File: config.mk
export PLATFORM = sky130hd
export DESIGN_NAME = dmem_arbiter
export DESIGN_NICKNAME = d
export VERILOG_FILES = /design/src/rtl/dmem_arbiter.sv
export SDC_FILE = /design/constraint.sdc
export NUM_CORES = 1
export LEC_CHECK = 0
export CORE_AREA = 2 2 140 115
export CTS_CLUSTER_DIAMETER = 40
export CTS_CLUSTER_SIZE = 20
export DETAILED_ROUTE_END_ITERATION = 12
export DIE_AREA = 0 0 142 117
export GPL_TIMING_DRIVEN = 0
export PLACE_DENSITY = 0.81
export REMOVE_ABC_BUFFERS = 1
export SLEW_MARGIN = 10
export SYNTH_ARGS = -nofsm -noshare
export SYNTH_HDL_FRONTEND = slang
export SYNTH_SLANG_ARGS = --single-unit
File: constraint.sdc
create_clock -name clk -period 1.7 [get_ports clk]
set_input_delay 0.51 -clock clk [delete_from_list [all_inputs] [get_ports clk]]
set_output_delay 0.51 -clock clk [all_outputs]
set_load 0.01 [all_outputs]
File: src/rtl/dmem_arbiter.sv
// Two-port round-robin arbiter/sequencer for a single-port byte-addressed data memory.
// Optional grant statistics are enabled with `define DMEM_ARB_STATS_EN.
module dmem_arbiter #(
  parameter int   ADDR_W    = 32,
  parameter int   DATA_W    = 32,
  parameter logic INIT_LAST = 1'b1
) (
  input  logic              clk,
  input  logic              reset,
  input  logic              req0,
  input  logic              we0,
  input  logic [2:0]        ctrl0,
  input  logic [ADDR_W-1:0] addr0,
  input  logic [DATA_W-1:0] wdata0,
  output logic [DATA_W-1:0] rdata0,
  output logic              ack0,
  input  logic              req1,
  input  logic              we1,
  input  logic [2:0]        ctrl1,
  input  logic [ADDR_W-1:0] addr1,
  input  logic [DATA_W-1:0] wdata1,
  output logic [DATA_W-1:0] rdata1,
  output logic              ack1,
  output logic              mem_write,
  output logic [2:0]        mem_ctrl,
  output logic [ADDR_W-1:0] mem_addr,
  output logic [DATA_W-1:0] mem_wdata,
  input  logic [DATA_W-1:0] mem_rdata,
  output logic              busy
`ifdef DMEM_ARB_STATS_EN
  ,
  input  logic              stats_clr,
  output logic [15:0]       grant_cnt0,
  output logic [15:0]       grant_cnt1
`endif
);

  localparam logic [2:0] CTRL_NOP = 3'b111;

  typedef enum logic [1:0] {
    IDLE   = 2'd0,
    ACCESS = 2'd1,
    RESP   = 2'd2
  } state_t;

  state_t              state, state_nxt;
  logic                last;
  logic                grant, grant_id;
  logic                win_p0, we_p0;
  logic [2:0]          ctrl_p0;
  logic [ADDR_W-1:0]   addr_p0;
  logic [DATA_W-1:0]   wdata_p0;

  always_comb begin
    state_nxt = state;
    grant     = 1'b0;
    grant_id  = 1'b0;
    case (state)
      IDLE: begin
        // On a tie the port that was not served last wins.
        if (req0 && req1) begin
          grant    = 1'b1;
          grant_id = ~last;
        end else if (req0) begin
          grant    = 1'b1;
        end else if (req1) begin
          grant    = 1'b1;
          grant_id = 1'b1;
        end
        if (grant) state_nxt = ACCESS;
      end
      ACCESS:  state_nxt = RESP;
      RESP:    state_nxt = IDLE;
      default: state_nxt = IDLE;
    endcase
  end

  // Stage p0: capture the winning request in IDLE
  always_ff @(posedge clk or negedge reset) begin
    if (!reset) begin
      state    <= IDLE;
      last     <= INIT_LAST;
      win_p0   <= 1'b0;
      we_p0    <= 1'b0;
      ctrl_p0  <= CTRL_NOP;
      addr_p0  <= '0;
      wdata_p0 <= '0;
    end else begin
      state <= state_nxt;
      if (grant) begin
        win_p0   <= grant_id;
        we_p0    <= grant_id ? we1    : we0;
        ctrl_p0  <= grant_id ? ctrl1  : ctrl0;
        addr_p0  <= grant_id ? addr1  : addr0;
        wdata_p0 <= grant_id ? wdata1 : wdata0;
      end
      if (state == RESP) last <= win_p0;
    end
  end

  // Stage p1: memory access, read data registered for the winner
  always_ff @(posedge clk or negedge reset) begin
    if (!reset) begin
      rdata0 <= '0;
      rdata1 <= '0;
    end else if (state == ACCESS) begin
      if (win_p0) rdata1 <= mem_rdata;
      else        rdata0 <= mem_rdata;
    end
  end

  assign mem_write = (state == ACCESS) && we_p0;
  assign mem_ctrl  = (state == ACCESS) ? ctrl_p0 : CTRL_NOP;
  assign mem_addr  = addr_p0;
  assign mem_wdata = wdata_p0;
  assign busy      = (state != IDLE);

  // Stage p2: response cycle
  assign ack0 = (state == RESP) && !win_p0;
  assign ack1 = (state == RESP) &&  win_p0;

`ifdef DMEM_ARB_STATS_EN
  function automatic logic [15:0] sat_inc(input logic [15:0] v);
    return (v == 16'hFFFF) ? v : v + 16'd1;
  endfunction

  always_ff @(posedge clk or negedge reset) begin
    if (!reset) begin
      grant_cnt0 <= '0;
      grant_cnt1 <= '0;
    end else if (stats_clr) begin
      grant_cnt0 <= '0;
      grant_cnt1 <= '0;
    end else begin
      if (ack0) grant_cnt0 <= sat_inc(grant_cnt0);
      if (ack1) grant_cnt1 <= sat_inc(grant_cnt1);
    end
  end
`endif

endmodule

==> flow_summary_export.csv <==
group,metric,value,unit
status,status,"complete, but fails checks",
status,failing_checks,"setup timing",
yosys,yosysSeqAreaShare,0.568,
detailed_routing,via_per_inst,5.72,
yosys,postSynth.asyncResetShare,1.00,
timing,grt_setup_unrepaired,"yes",
yosys,yosys_most_used_dff,"dfrtp_1",
floorplan,design.die.area,16600,um^2
floorplan,floorplan.die.height,117,um
cts,cts_tree,"built",
placed_design,place.gp.congestion,0.763,
cts,hold_buffers,0,
final_layout,finalNonFillerCells,940,
timing,timing.final.crit_period,1.85,ns
yosys,synth_top_family_by_area,"multiplexers",
hold_path,worstHoldPathType,"input pin to async pin",
placed_design,numPortBuffers,306,
critical_path,required,1.19,ns
power,power_density,1950,nW/um^2
yosys,synth.distinct_cells,26,
yosys,synthCells,400,
final_layout,areaGrowthSynthToFinish,73.7,%
yosys,synth.area.top_cells,"dfrtp_1 (55%), nand4b_1 (9.9%), o221a_1 (8.1%), mux2_4 (7.5%), mux2_1 (5.6%)",
timing,timing.final.ws_setup,-0.155,ns
placed_design,dp.cells,859,
timing,worst_pin_slew,0.808,ns
critical_path,worst_setup_path_end_kind,"output port",
yosys,synth_area_leader_cell,"dfrtp_1",
final_layout,nFillCells,1114,
detailed_routing,remaining_drc_errors,0,
critical_path,criticalPathCategory,"register to output port",
global_route,antenna_found_initial,0,
timing,finalHoldViolations,0,
floorplan,die_width,142,um
final_layout,fin_nets,906,
yosys,yosys.area_share.simple,0.117,
placed_design,detailed_place_hpwl,12900,um
final_layout,regArea,3410,um^2
yosys,yosys-mux-area-fraction,0.139,
yosys,synth_top_cell_area_share,0.551,
floorplan,core_area,15300,um^2
critical_path,critical_path.max_fanout,3,
global_route,vias_in_the_first_global_route,5584,
floorplan,initial_core_utilization,0.391,
timing,drv_slew,0,
yosys,synth_adder_area_share,0,
detailed_routing,post_drt_wl_per_cell,24.6,um
power,vdd_ir_drop_max,0.00119,V
yosys,ys_warn_count,0,
yosys,synth_top_cells_by_count,"dfrtp_1 (132), nand4b_1 (68), o221a_1 (43)",
detailed_routing,postRouteWirelength,23200,um
detailed_routing,num_vias,5380,
cts,clock_sinks,136,
floorplan,std_cell_rows,41,
yosys,postSynthRegisterBits,136,
timing,max-slew-margin-rel,0.462,
detailed_routing,firstDrtPassIters,5,
yosys,synth.cell_area,6000,um^2
cts,worst_setup_hold_path_clk_slew,0.06,ns
global_route,grt.total_usage,0.256,
yosys,xor_xnor_portion_of_the_synthesized_cell_area,0,
timing,timing.clock.skew,0.00497,ns
global_route,wire_length_of_the_first_global_routing_pass,31800,um
detailed_routing,detail_route.iter0.violations,270,
timing,final.setup.tns,-4.02,ns
final_layout,antennaDiodeCount,0,
cts,bufs_on_longest_clock_path,2,
run,max_cap_viol_count,0,
cts,h-tree-depth,4,
critical_path,critPathLaunch,"state[1]",
cts,root_buffer,"clkbuf_16",
yosys,synthMostInstantiatedCell,"dfrtp_1",
yosys,mean_area_per_synthesized_cell,15.0,um^2
timing,setup_violations,70,
critical_path,timing.critical_path.arrival,1.34,ns
global_route,grt_start_max_net_pins,79,
timing,max_freq,539,MHz
yosys,number_of_enable_type_register_cells_in_the_synthesized_netlist,0,
critical_path,start_kind,"register",
final_layout,post-route-util,0.679,
detailed_routing,remaining_antenna_violation_count,0,
final_layout,post_route_cells_drive_above_1_share,0.229,
global_route,final_global_route_overflow_total,0,
cts,clkLatencyLatePin,0.42,ns
cts,tritoncts.num_buffers,17,
power,leakagePower,0.00423,uW
final_layout,multi_input_area,2660,um^2
timing,final.hold.worst_slack,0.0639,ns
critical_path,worstReg2RegStart,"state[1]",
timing,final_worst_path_period_share,1.09,
yosys,synth_compound_gate_area_share,0.131,
floorplan,top_level_ports,307,
-- path summary, 6_finish.rpt --
kind	end	slack [ns]	cells past startpoint
max	busy	-0.15	4
min	mem_addr[0]	0.06	1
max reg2reg	mem_wdata[1]	-0.09	7
min reg2reg	rdata1[10]	0.49	1
max in group asynchronous	rdata0[26]	0.85	2
min in group clk	rdata1[10]	0.49	1
-- registers in the layout (all words and copies together), names as in the netlist --
name and cells:
ctrl_p0 3, rdata1 32, state 2, mem_addr 32, last 1, mem_wdata 32, win_p0 1, rdata0 32
we_p0 1
-- metrics by stage --
step           total power (uW)  area [um^2]  setup WS (ns)
2_1_floorplan              9970         5730          -1.30
3_3_place_gp              14500         9040          -5.04
3_5_place_dp              14900         9140         -0.913
4_1_cts                   18900         9930         -0.199
5_1_grt                   21300        10400         -0.228
6_report                  20300        10400         -0.155
-- power by group --
part           internal (uW)  total, uW  switching [uW]
Sequential              4930       5890             965
Clock                   2360       3830            1470
Combinational           5720      10600            4850
-- layer usage --
| layer | up-vias | routed length (um) | global-route usage |
|---|---|---|---|
| met3 | 40 | 2170 | 0.107 |
| met5 | - | 0 | 0 |
| li1 | 2308 | - | - |
| met2 | 285 | 11600 | 0.441 |
| met1 | 2747 | 8870 | 0.290 |
| met4 | 0 | 541 | 0.0873 |
-- worst max-delay path: stages, from the launching register on --
cell and delay (ns):
dfrtp_2 0.44, buf_4 0.16, nor2_4 0.16, inv_2 0.05
buf_6 0.11
-- cells in the final DEF, fill, tap and decap left out, drive strengths merged, types with 5 or more instances in the layout --
cell and instances:
dlygate4sd2 128, o221a 68, inv 5, nand3 11, nand4b 68, clkinv 5, clkdlybuf4s50 168, mux2 64
o21a 6, clkbuf 25, nand2b 5, dfrtp 132, buf 41
-- cells by family after synthesis --
| family | count (synthesis) |
|---|---|
| buf+inv | 46 |
| compound gates | 71 |
| flops | 136 |
| simple gates | 83 |
| mux | 64 |
-- layout make-up --
class | instances | area share
multi-input cells | 234 | 0.255
repair buffers | 343 | 0.335
well taps | 193 | 0.0232
inverters | 2 | 0.000721
flip-flops and latches | 136 | 0.328
clock buffers | 19 | 0.0425
clock inverters | 13 | 0.0161
-- repair_timing --
| item | 4_1_cts | 5_1_grt |
|---|---|---|
| pin swaps | 5 | 23 |
| cloned | 9 | 16 |
| gates resized for setup | 177 | 33 |
| setup endpoints to repair | 269 | 104 |
| setup buffers | 14 | 10 |
Note: power is estimated with default switching activity, not from simulation.
==> RTL change: new RTL, same flow settings <==
Set the parameter `DATA_W` to 36 (it was 32).
--- a/src/rtl/dmem_arbiter.sv
+++ b/src/rtl/dmem_arbiter.sv
@@ -3,5 +3,5 @@
 module dmem_arbiter #(
   parameter int   ADDR_W    = 32,
-  parameter int   DATA_W    = 32,
+  parameter int   DATA_W    = 36,
   parameter logic INIT_LAST = 1'b1
 ) (
Interface: changed (6 resized); port bits go from 307 to 331. The function was not compared with the original's and may differ.
==> RTL change against the original RTL <==
The run still ends with setup timing left. Sequential cell count increased by 12. Utilization increased by 1.8 points. Count of clock-buffer cells in the layout unchanged. Wire length decreased by 4.4%. Area after synthesis increased by 7.7%. Register-to-register slack got worse by 0.13 ns. Setup slack got worse by 0.17 ns. Power decreased by 3.2%. Worst hold slack got worse by 0.026 ns. Cell area increased by 2.6%. Critical path depth unchanged. Synthesized cell count increased by 45%. Largest cell class is now registers. Largest power group unchanged.
==> RTL change: results (changes against the original RTL) <==
Outcome
  – Failing checks: setup timing (unchanged)
  – Status: finished, violations left (unchanged)

Place
  – GPL Wtd Cong: 0.801 (was 0.763)
  – Port-buffer cells: 330 (was 306)
  – DP HPWL: 14.5 mm (was 12.9 mm)

Global routing
  – Antenna violations before repair: 1 (was 0)
  – GRT met1 Usage: 0.313 (was 0.290)
  – First-pass GRT wire length: 33.1 mm (was 31.8 mm)
  – GR Layer Usage met2: 0.440 (was 0.441)
  – Via count of the first global-routing pass: 6036 (was 5584)
  – Gr usage total: 0.265 (was 0.256)
  – Met3 Use GR: 0.0993 (was 0.107)

Clock tree
  – CTS clk-pin slew, worst paths: ~0.070 ns
  – Post-CTS sizing: 194 (was 177)
  – Post-CTS setup buffer count: 13 (was 14)

Detailed routing
  – WL met3: 1.91 mm (was 2.17 mm)
  – DRT met1 WL: 8.60 mm (was 8.87 mm)
  – 1st-iter DRT viols: 265 (was 270)
  – Met2 Wirelength: 10.9 mm (was 11.6 mm)
  – Pre-antenna DRT Iters: 4 (was 5)
  – Routed wire per std cell: 19.8 um (was 24.6 um)
  – DR top layer: met5 (was met4)

Synth
  – Most common library cells after synthesis: dfrtp_1 (144), nand2_1 (103), a21oi_1 (72) (was dfrtp_1 (132), nand4b_1 (68), o221a_1 (43))
  – Syn avg cell area: 11.2 um2 (was 15.0 um2)
  – Unique masters post-synth: 29 (was 26)

Timing
  – Final hold slack: 0.0375 ns (was 0.0639 ns)
  – Clock skew: 0.00637 ns (was 0.00497 ns)
  – Endpoints failing setup: 45 (was 70)
  – Worst Tran Pin Value: 0.874 ns (was 0.808 ns)
  – Final worst slack: -0.325 ns (was -0.155 ns)

Cells and area
  – Non-filler cells, final: 1118 (was 940)
  – Final nets: 1095 (was 906)

Power and ir drop
  – Combinational share of power: 0.486 (was 0.521)
  – Leakage: 4.71 nW (was 4.23 nW)
  – PD cells: 1840 nW/um2 (was 1950 nW/um2)
  – P_sw: 7.26 mW (was 7.28 mW)
  – Clock share of power: 0.191 (was 0.189)
  – VDD IR max: 849 uV (was 1190 uV)

Critical path
  – Worst Reg-to-Reg Cells: 5 (was 7)
  – CP Launch Point: state[0]$_DFFE_PN0P_ (was state[1]$_DFFE_PN0P_)
  – Internal reg-to-reg setup slack: -0.22 ns (was -0.09 ns)
  – Slowest cell on the critical path: dfrtp_1 (was dfrtp_2)
  – Worst path max stage delay: 0.40 ns (was 0.44 ns)
  – Delay-heaviest family, CP: simple AND/OR/NAND/NOR gates (was flip-flops)
  – Reg-to-Reg End: rdata0[10]$_DFFE_PN0P_ (was mem_wdata[1]$_DFFE_PN0P_)
  – CP endpoint: ack0 (was busy)
RTL change: cell count changes in the layout (fill, tap and decap cells not counted), moves of 12 or more:
| cell | unedited run | this run |
|---|---|---|
| o221a_1 | 43 | 0 |
| nand4b_1 | 68 | 0 |
| o221a_2 | 22 | 0 |
| mux2_2 | 4 | 42 |
| mux2_1 | 30 | 0 |
| o31ai_1 | 0 | 19 |
| dlygate4sd2_1 | 128 | 142 |
| a21oi_1 | 0 | 72 |
| o21ai_0 | 1 | 14 |
| nand2_1 | 0 | 102 |
| a31oi_1 | 0 | 52 |
| clkdlybuf4s50_1 | 168 | 180 |
| nor2_1 | 1 | 20 |
| dfrtp_1 | 130 | 143 |
RTL change: cell families after synthesis:
kind of cell,Yosys count,share of synthesized area
compound gates,169,0.150
buf+inv,52,0.0467
flops,148,0.574
mux,72,0.143
simple gates,137,0.0858
RTL change: how the worst min path moves through the flow:
stage                                 from                      end
floorplan                            reset  mem_addr[0]$_DFFE_PN0P_
CTS                                  reset  mem_addr[3]$_DFFE_PN0P_
global placement    ctrl_p0[2]$_DFFE_PN1P_   ctrl_p0[2]$_DFFE_PN1P_
detailed placement       we_p0$_DFFE_PN0P_        we_p0$_DFFE_PN0P_
global route                         reset  mem_addr[2]$_DFFE_PN0P_
finish                               reset  mem_addr[3]$_DFFE_PN0P_
RTL change: cell type report:
cell class	instances	area [um2]
inverters	3	31.3
clock inverters	13	136
diodes	1	2.50
fillers	1152	4650
well taps	193	241
clock buffers	19	453
repair inverters	3	31.3
multi-input cells	382	2550
repair buffers	356	3530
flip-flops and latches	148	3710
RTL change: metrics by stage:
step                      setup WS [ns]   TNS, ns
final                            -0.325     -5.81
after global routing             -0.394     -9.31
after CTS                        -0.301     -8.41
after detailed placement          -2.03   -137.34
after global placement            -6.78  -1359.96
after floorplan                   -3.31   -236.11
